`src/rtl/instr_fetch_unit_if.sv`:
```
// Instruction-memory fetch handshake between the fetch unit (master) and instruction memory (slave).
interface instr_fetch_unit_if #(
  parameter int unsigned IMEM_ADDR_W = 8
) ();
  logic                   imem_req;
  logic [IMEM_ADDR_W-1:0] imem_addr;
  logic                   imem_ack;
  logic [31:0]            imem_rdata;

  modport master (
    output imem_req,
    output imem_addr,
    input  imem_ack,
    input  imem_rdata
  );

  modport slave (
    input  imem_req,
    input  imem_addr,
    output imem_ack,
    output imem_rdata
  );
endinterface

```
`src/rtl/instr_fetch_unit.sv`:
```
// MIPS instruction fetch unit: PC, handshaked fetch into IR, next-PC for beq/bne/j/sequential.
// Define IFU_PERF_CNT_EN to add the retired_cnt instruction counter port.
module instr_fetch_unit #(
  parameter logic [31:0] RESET_PC    = 32'h0000_0000,
  parameter int unsigned IMEM_ADDR_W = 8
) (
  input  logic                      clk,
  input  logic                      rst_n,
  instr_fetch_unit_if.master        imem,
  output logic [31:0]               instr,
  output logic [5:0]                op,
  output logic                      instr_valid,
  output logic [31:0]               pc,
  input  logic                      exec_done,
  input  logic                      branch,
  input  logic                      branch_ne,
  input  logic                      jump,
  input  logic                      zero
`ifdef IFU_PERF_CNT_EN
  ,
  output logic [31:0]               retired_cnt
`endif
);

  typedef enum logic [1:0] {
    StIdle,
    StFetch,
    StExec
  } state_e;

  state_e      state_q;
  logic [31:0] pc_q;
  logic [31:0] instr_q;
  logic        instr_valid_q;
  logic        req_q;

  logic [31:0] pc4;
  logic [31:0] btgt;
  logic [31:0] jtgt;
  logic        take_br;
  logic [31:0] next_pc;

  always_comb begin
    pc4     = pc_q + 32'd4;
    btgt    = pc4 + {{14{instr_q[15]}}, instr_q[15:0], 2'b00};
    jtgt    = {pc4[31:28], instr_q[25:0], 2'b00};
    take_br = (branch & zero) | (branch_ne & ~zero);
    next_pc = pc4;
    if (jump) begin
      next_pc = jtgt;
    end else if (take_br) begin
      next_pc = btgt;
    end
  end

  always_ff @(posedge clk or negedge rst_n) begin
    if (!rst_n) begin
      state_q       <= StIdle;
      pc_q          <= RESET_PC;
      instr_q       <= '0;
      instr_valid_q <= 1'b0;
      req_q         <= 1'b0;
    end else begin
      unique case (state_q)
        StIdle: begin
          state_q <= StFetch;
          req_q   <= 1'b1;
        end
        StFetch: begin
          if (imem.imem_ack) begin
            instr_q       <= imem.imem_rdata;
            instr_valid_q <= 1'b1;
            req_q         <= 1'b0;
            state_q       <= StExec;
          end
        end
        StExec: begin
          if (exec_done) begin
            pc_q          <= next_pc;
            instr_valid_q <= 1'b0;
            req_q         <= 1'b1;
            state_q       <= StFetch;
          end
        end
        default: begin
          state_q <= StIdle;
          req_q   <= 1'b0;
        end
      endcase
    end
  end

  // Upper PC bits beyond the memory word-address range are simply dropped.
  assign imem.imem_req  = req_q;
  assign imem.imem_addr = pc_q[IMEM_ADDR_W+1:2];
  assign instr          = instr_q;
  assign op             = instr_q[31:26];
  assign instr_valid    = instr_valid_q;
  assign pc             = pc_q;

`ifdef IFU_PERF_CNT_EN
  logic [31:0] retired_q;

  always_ff @(posedge clk or negedge rst_n) begin
    if (!rst_n) begin
      retired_q <= '0;
    end else if (state_q == StExec && exec_done) begin
      retired_q <= retired_q + 32'd1;
    end
  end

  assign retired_cnt = retired_q;
`endif

endmodule

```
`src/flat_wrapper.sv`:
```
// flat-port wrapper written by rule: the top's interface ports become plain ports
module instr_fetch_unit_flat 
#(
  parameter logic [31:0] RESET_PC    = 32'h0000_0000,
  parameter int unsigned IMEM_ADDR_W = 8
)
  (clk, rst_n, instr, op, instr_valid, pc, exec_done, branch, branch_ne, jump, zero, imem_imem_req, imem_imem_addr, imem_imem_ack, imem_imem_rdata);
  instr_fetch_unit_if #(.IMEM_ADDR_W(IMEM_ADDR_W)) imem_i ();
  input  logic clk;
  input  logic rst_n;
  output logic [31:0] instr;
  output logic [5:0] op;
  output logic instr_valid;
  output logic [31:0] pc;
  input  logic exec_done;
  input  logic branch;
  input  logic branch_ne;
  input  logic jump;
  input  logic zero;
  output wire logic [$bits(imem_i.imem_req)-1:0] imem_imem_req;
  output wire logic [$bits(imem_i.imem_addr)-1:0] imem_imem_addr;
  input wire logic [$bits(imem_i.imem_ack)-1:0] imem_imem_ack;
  input wire logic [$bits(imem_i.imem_rdata)-1:0] imem_imem_rdata;
  assign imem_imem_req = imem_i.imem_req;
  assign imem_imem_addr = imem_i.imem_addr;
  assign imem_i.imem_ack = imem_imem_ack;
  assign imem_i.imem_rdata = imem_imem_rdata;
  instr_fetch_unit #(.RESET_PC(RESET_PC), .IMEM_ADDR_W(IMEM_ADDR_W)) u_core (.clk(clk), .rst_n(rst_n), .imem(imem_i), .instr(instr), .op(op), .instr_valid(instr_valid), .pc(pc), .exec_done(exec_done), .branch(branch), .branch_ne(branch_ne), .jump(jump), .zero(zero));
endmodule
```
`config.mk`:
```
export PLATFORM = sky130hd
export DESIGN_NAME = instr_fetch_unit_flat
export DESIGN_NICKNAME = d
export VERILOG_FILES = /design/src/rtl/instr_fetch_unit_if.sv /design/src/rtl/instr_fetch_unit.sv /design/src/flat_wrapper.sv
export SDC_FILE = /design/constraint.sdc
export NUM_CORES = 1
export LEC_CHECK = 0
export CORE_ASPECT_RATIO = 1.5
export CORE_MARGIN = 2
export CORE_UTILIZATION = 45
export DETAILED_ROUTE_END_ITERATION = 8
export PLACE_DENSITY_LB_ADDON = 0.2
export RECOVER_POWER = 100
export SLEW_MARGIN = 20
export SYNTH_ARGS = -nofsm -noshare
export SYNTH_HDL_FRONTEND = slang
export SYNTH_SLANG_ARGS = --single-unit
```
`constraint.sdc`:
```
create_clock -name clk -period 6.4 [get_ports clk]
set_input_delay 1.6 -clock clk [delete_from_list [all_inputs] [get_ports clk]]
set_output_delay 1.6 -clock clk [all_outputs]
set_load 0.05 [all_outputs]
```
==> summary.md <==
| Metric | Value |
|---|---|
| Result of the run | `finished, violations left` |
| Violated checks | `capacitance limit, slew limit` |
| Post-route setup slack | `approximately 1.9 ns` |
| Number of setup violations in the final report | `0` |
| CP arrival | `slightly below 5 ns` |
| Remaining design rule violation count | `0` |
| Unrepaired setup endpoints after global routing | `false` |
| Maximum number of pins on one net before global-route repair | `66` |
| Placement Setup Slack | `~2.4 ns` |
| Fraction of layout instances using a drive strength above 1 | `8.54%` |
| Stage delay of the slowest cell on the critical path | `about 0.63 ns` |
| Number of nets with antenna violations after detailed routing | `0` |
| Initial antenna violation count | `0` |
| Fraction of post-synthesis cell area in the top cell type by area | `between 30% and 40%` |
| Final Hold Violating Endpoints | `0` |
| First DRT Iteration DRCs | `between 200 and 300` |
| TritonCTS clock tree | `yes` |
| Starting Density | `46.3%` |
| Cell Area, Synth | `approximately 5400 µm²` |
| Net total in the final layout | `about 800` |
| Number of global-route vias before repair | `a little over 5000` |
| Global-route wire length before repair | `approximately 26000 µm` |
| Wire length per cell after detailed routing | `19.3 µm` |
| DPL Wire Length | `around 12000 µm` |
| Count of max-cap constraint violations | `1` |
| Total met3 wirelength after detailed routing | `975 µm` |
| Register cell area after layout | `about 1600 µm²` |
| Total inserted antenna cells | `0` |
| Area grow syn2layout | `26.8%` |
| Ys Warns | `0` |
| Max-slew violation count | `35` |
| Buffers inserted during post-CTS setup optimization | `0` |
| Final std cell area, no fill | `~6800 µm²` |
| Die X-Extent | `~93 µm` |
| Number of clock buffers inserted by TritonCTS | `9` |
| Per-instance average area after synthesis | `roughly 8.6 µm²` |
| Min Clock Period, post-route | `roughly 4.5 ns` |
| Clock Sinks | `65` |
| Die Height | `138 µm` |
| Core box area | `between 10000 and 15000 µm²` |
| Series of cell instances along the critical path | `and4_1, nand4_1, nor3_1, and2b_1, nand3_1, xnor2_1, ha_1, or2_2, a21oi_1, a21oi_1, a311oi_1, o21ai_0, a211oi_1, nor2_1, nand4_1` |
| Port Buffer Count | `117` |
| Avg Vias per Cell | `a little under 6` |
| Buffer cell driving the clock tree root | `sky130_fd_sc_hd__clkbuf_16` |
| Die area | `~13000 µm²` |
| Share of the clock period used by the worst path | `a little under three quarters` |
| RePlAce Congestion | `0.928` |
| Highest metal layer with signal wires | `met4` |
| Site Rows | `48` |
| Count of boundary I/O pins | `120` |
| Met2 wire length | `between 9000 and 10000 µm` |
| Via count | `about 5200` |
| Final Routed Wirelength | `around 17000 µm` |
| Fraction of synthesis flops using an asynchronous set or reset pin | `100%` |
| Worst setup EP type | `register` |
| Fillers | `between 1000 and 1500` |
| Setup TNS | `0 ns` |
| All-Layer GR Usage | `between 20% and 30%` |
| CTS H-tree depth | `3` |
| GRT overflow | `0` |
| Most frequently used flop master after synthesis | `sky130_fd_sc_hd__dfrtp_1` |
| Hold bufs inserted after CTS | `0` |
| Worst slew margin relative to its limit | `-11.7%` |
| Post-synthesis cell type with the largest combined area | `sky130_fd_sc_hd__dfrtp_1` |
| Number of optimization iterations in the first detailed-route pass | `5` |
| Sequential cell area fraction in the yosys report | `30.3%` |
| Path type of the worst min-delay path | `register to register` |
| Worst-skew pair later-pin latency | `0.34 ns` |
| Kind of start point of the critical path | `register` |
| Area of combinational cells with multiple inputs | `about 3500 µm²` |
| Leading cell type in the layout, fill and taps excluded | `sky130_fd_sc_hd__dlygate4sd3_1` |
| Flip-flop and latch count after synthesis | `65` |
| Critical path's slowest cell | `sky130_fd_sc_hd__nor3_1` |
| Cells after synthesis | `between 600 and 700` |
| Worst slew pin tran | `1.67 ns` |
| Area post-placement | `around 6600 µm²` |
| Fmax | `roughly 0.22 GHz` |
| Most frequent cells in the layout | `81 x sky130_fd_sc_hd__dlygate4sd3_1, 79 x sky130_fd_sc_hd__nand2_1, 65 x sky130_fd_sc_hd__dfrtp_1, 52 x sky130_fd_sc_hd__a21oi_1, 45 x sky130_fd_sc_hd__o21ai_0` |
| Number of instances resized during post-cts repair | `0` |
| Clock Skews | `between 0.01 and 0.015 ns` |
| Path type of the worst setup path | `register to register` |
| Maximum fanout count along the critical path | `8` |
| Main area contributors after synthesis | `sky130_fd_sc_hd__dfrtp_1 30%, sky130_fd_sc_hd__ha_1 8.6%, sky130_fd_sc_hd__mux2_2 7.1%, sky130_fd_sc_hd__nand2_1 5.5%, sky130_fd_sc_hd__a21oi_1 4.8%` |
| Post-synth cell types | `61` |
| Required arrival time at the worst endpoint | `around 6.7 ns` |
| Bufs on Longest Clock Path | `2` |
| Number of enable flip-flop cells after synthesis | `0` |
| Clock-pin slew on the worst setup and hold paths | `~0.06 ns` |
| Met1 layer wirelength in the final routing | `6170 µm` |
## layer usage
metal,track usage (%),vias up
met1,29.9,2489
met5,0,-
li1,-,2464
met2,47.9,227
met3,3.88,48
met4,11.8,0
## worst max-delay path, delay by kind of cell, from the launching register on
family / cells / cell delay [ns]
and+or+nand+nor: 8 / 2.27
AOI/OAI and AO/OA: 5 / 1.18
DFF: 1 / 0.46
adders and majority gates: 1 / 0.29
xor gates and xnor gates: 1 / 0.24
## logic make-up (layout without fill, tap and decap cells)
kind of cell | after synthesis | after routing | synth area share, %
mux | 37 | 37 | 7.69
buf+inv | 51 | 149 | 4.80
simple gates | 200 | 200 | 18.2
other cells | 1 | 2 | 0.0698
flops | 65 | 65 | 30.3
fa+ha+maj | 38 | 38 | 9.00
xor+xnor | 51 | 51 | 8.46
compound gates | 184 | 184 | 21.5
## layout make-up
class,instances,share of cell area [%]
Multi-Input combinational cell,512,50.7
Sequential cell,65,23.9
Timing Repair Buffer,121,17.5
Clock buffer,9,3.31
Tap cell,150,2.76
Clock inverter,7,1.14
Inverter,12,0.661
## state kept, by name, indices dropped and copies added (netlist names)
register and cells:
u_core.imem.imem_req 1, u_core.instr 32, u_core.instr_valid 1, u_core.pc 30, u_core.state_q 1
## final timing paths
check	startpoint	endpoint	slack, ns	cells past startpoint
worst max-delay path	u_core.pc[4]$_DFFE_PN0P_	u_core.pc[31]$_DFFE_PN0P_	1.86	15
worst min-delay path	u_core.state_q[1]$_DFFE_PN0P_	u_core.imem.imem_req$_DFFE_PN0P_	0.47	1
worst max register to register	u_core.pc[4]$_DFFE_PN0P_	u_core.pc[31]$_DFFE_PN0P_	1.86	15
worst min register to register	u_core.state_q[1]$_DFFE_PN0P_	u_core.imem.imem_req$_DFFE_PN0P_	0.47	1
max in group asynchronous	rst_n	u_core.instr[0]$_DFFE_PN0P_	4.37	2
min in group asynchronous	rst_n	u_core.instr[14]$_DFFE_PN0P_	1.46	2
## stage by stage
step	std cells	util, %	hold WS [ns]
final	876	58.8	0.465
after global placement	860	56.5	0.442
after global routing	876	58.8	0.495
after CTS	876	59.1	0.463
after floorplan	628	-	0.429
after detailed placement	860	56.5	0.451
## cell usage after synthesis (15+ instances only)
cell / number
sky130_fd_sc_hd__nor2_1: 45
sky130_fd_sc_hd__a21o_1: 15
sky130_fd_sc_hd__buf_4: 17
sky130_fd_sc_hd__a21oi_1: 52
sky130_fd_sc_hd__nand3_1: 17
sky130_fd_sc_hd__ha_1: 37
sky130_fd_sc_hd__o21ai_0: 45
sky130_fd_sc_hd__xnor2_1: 29
sky130_fd_sc_hd__xor2_1: 21
sky130_fd_sc_hd__dfrtp_1: 65
sky130_fd_sc_hd__clkbuf_1: 18
sky130_fd_sc_hd__mux2_2: 34
sky130_fd_sc_hd__nand2_1: 79
Power is not shown: default switching activity piles up to over one toggle a cycle in this logic, so the estimate is an artifact.
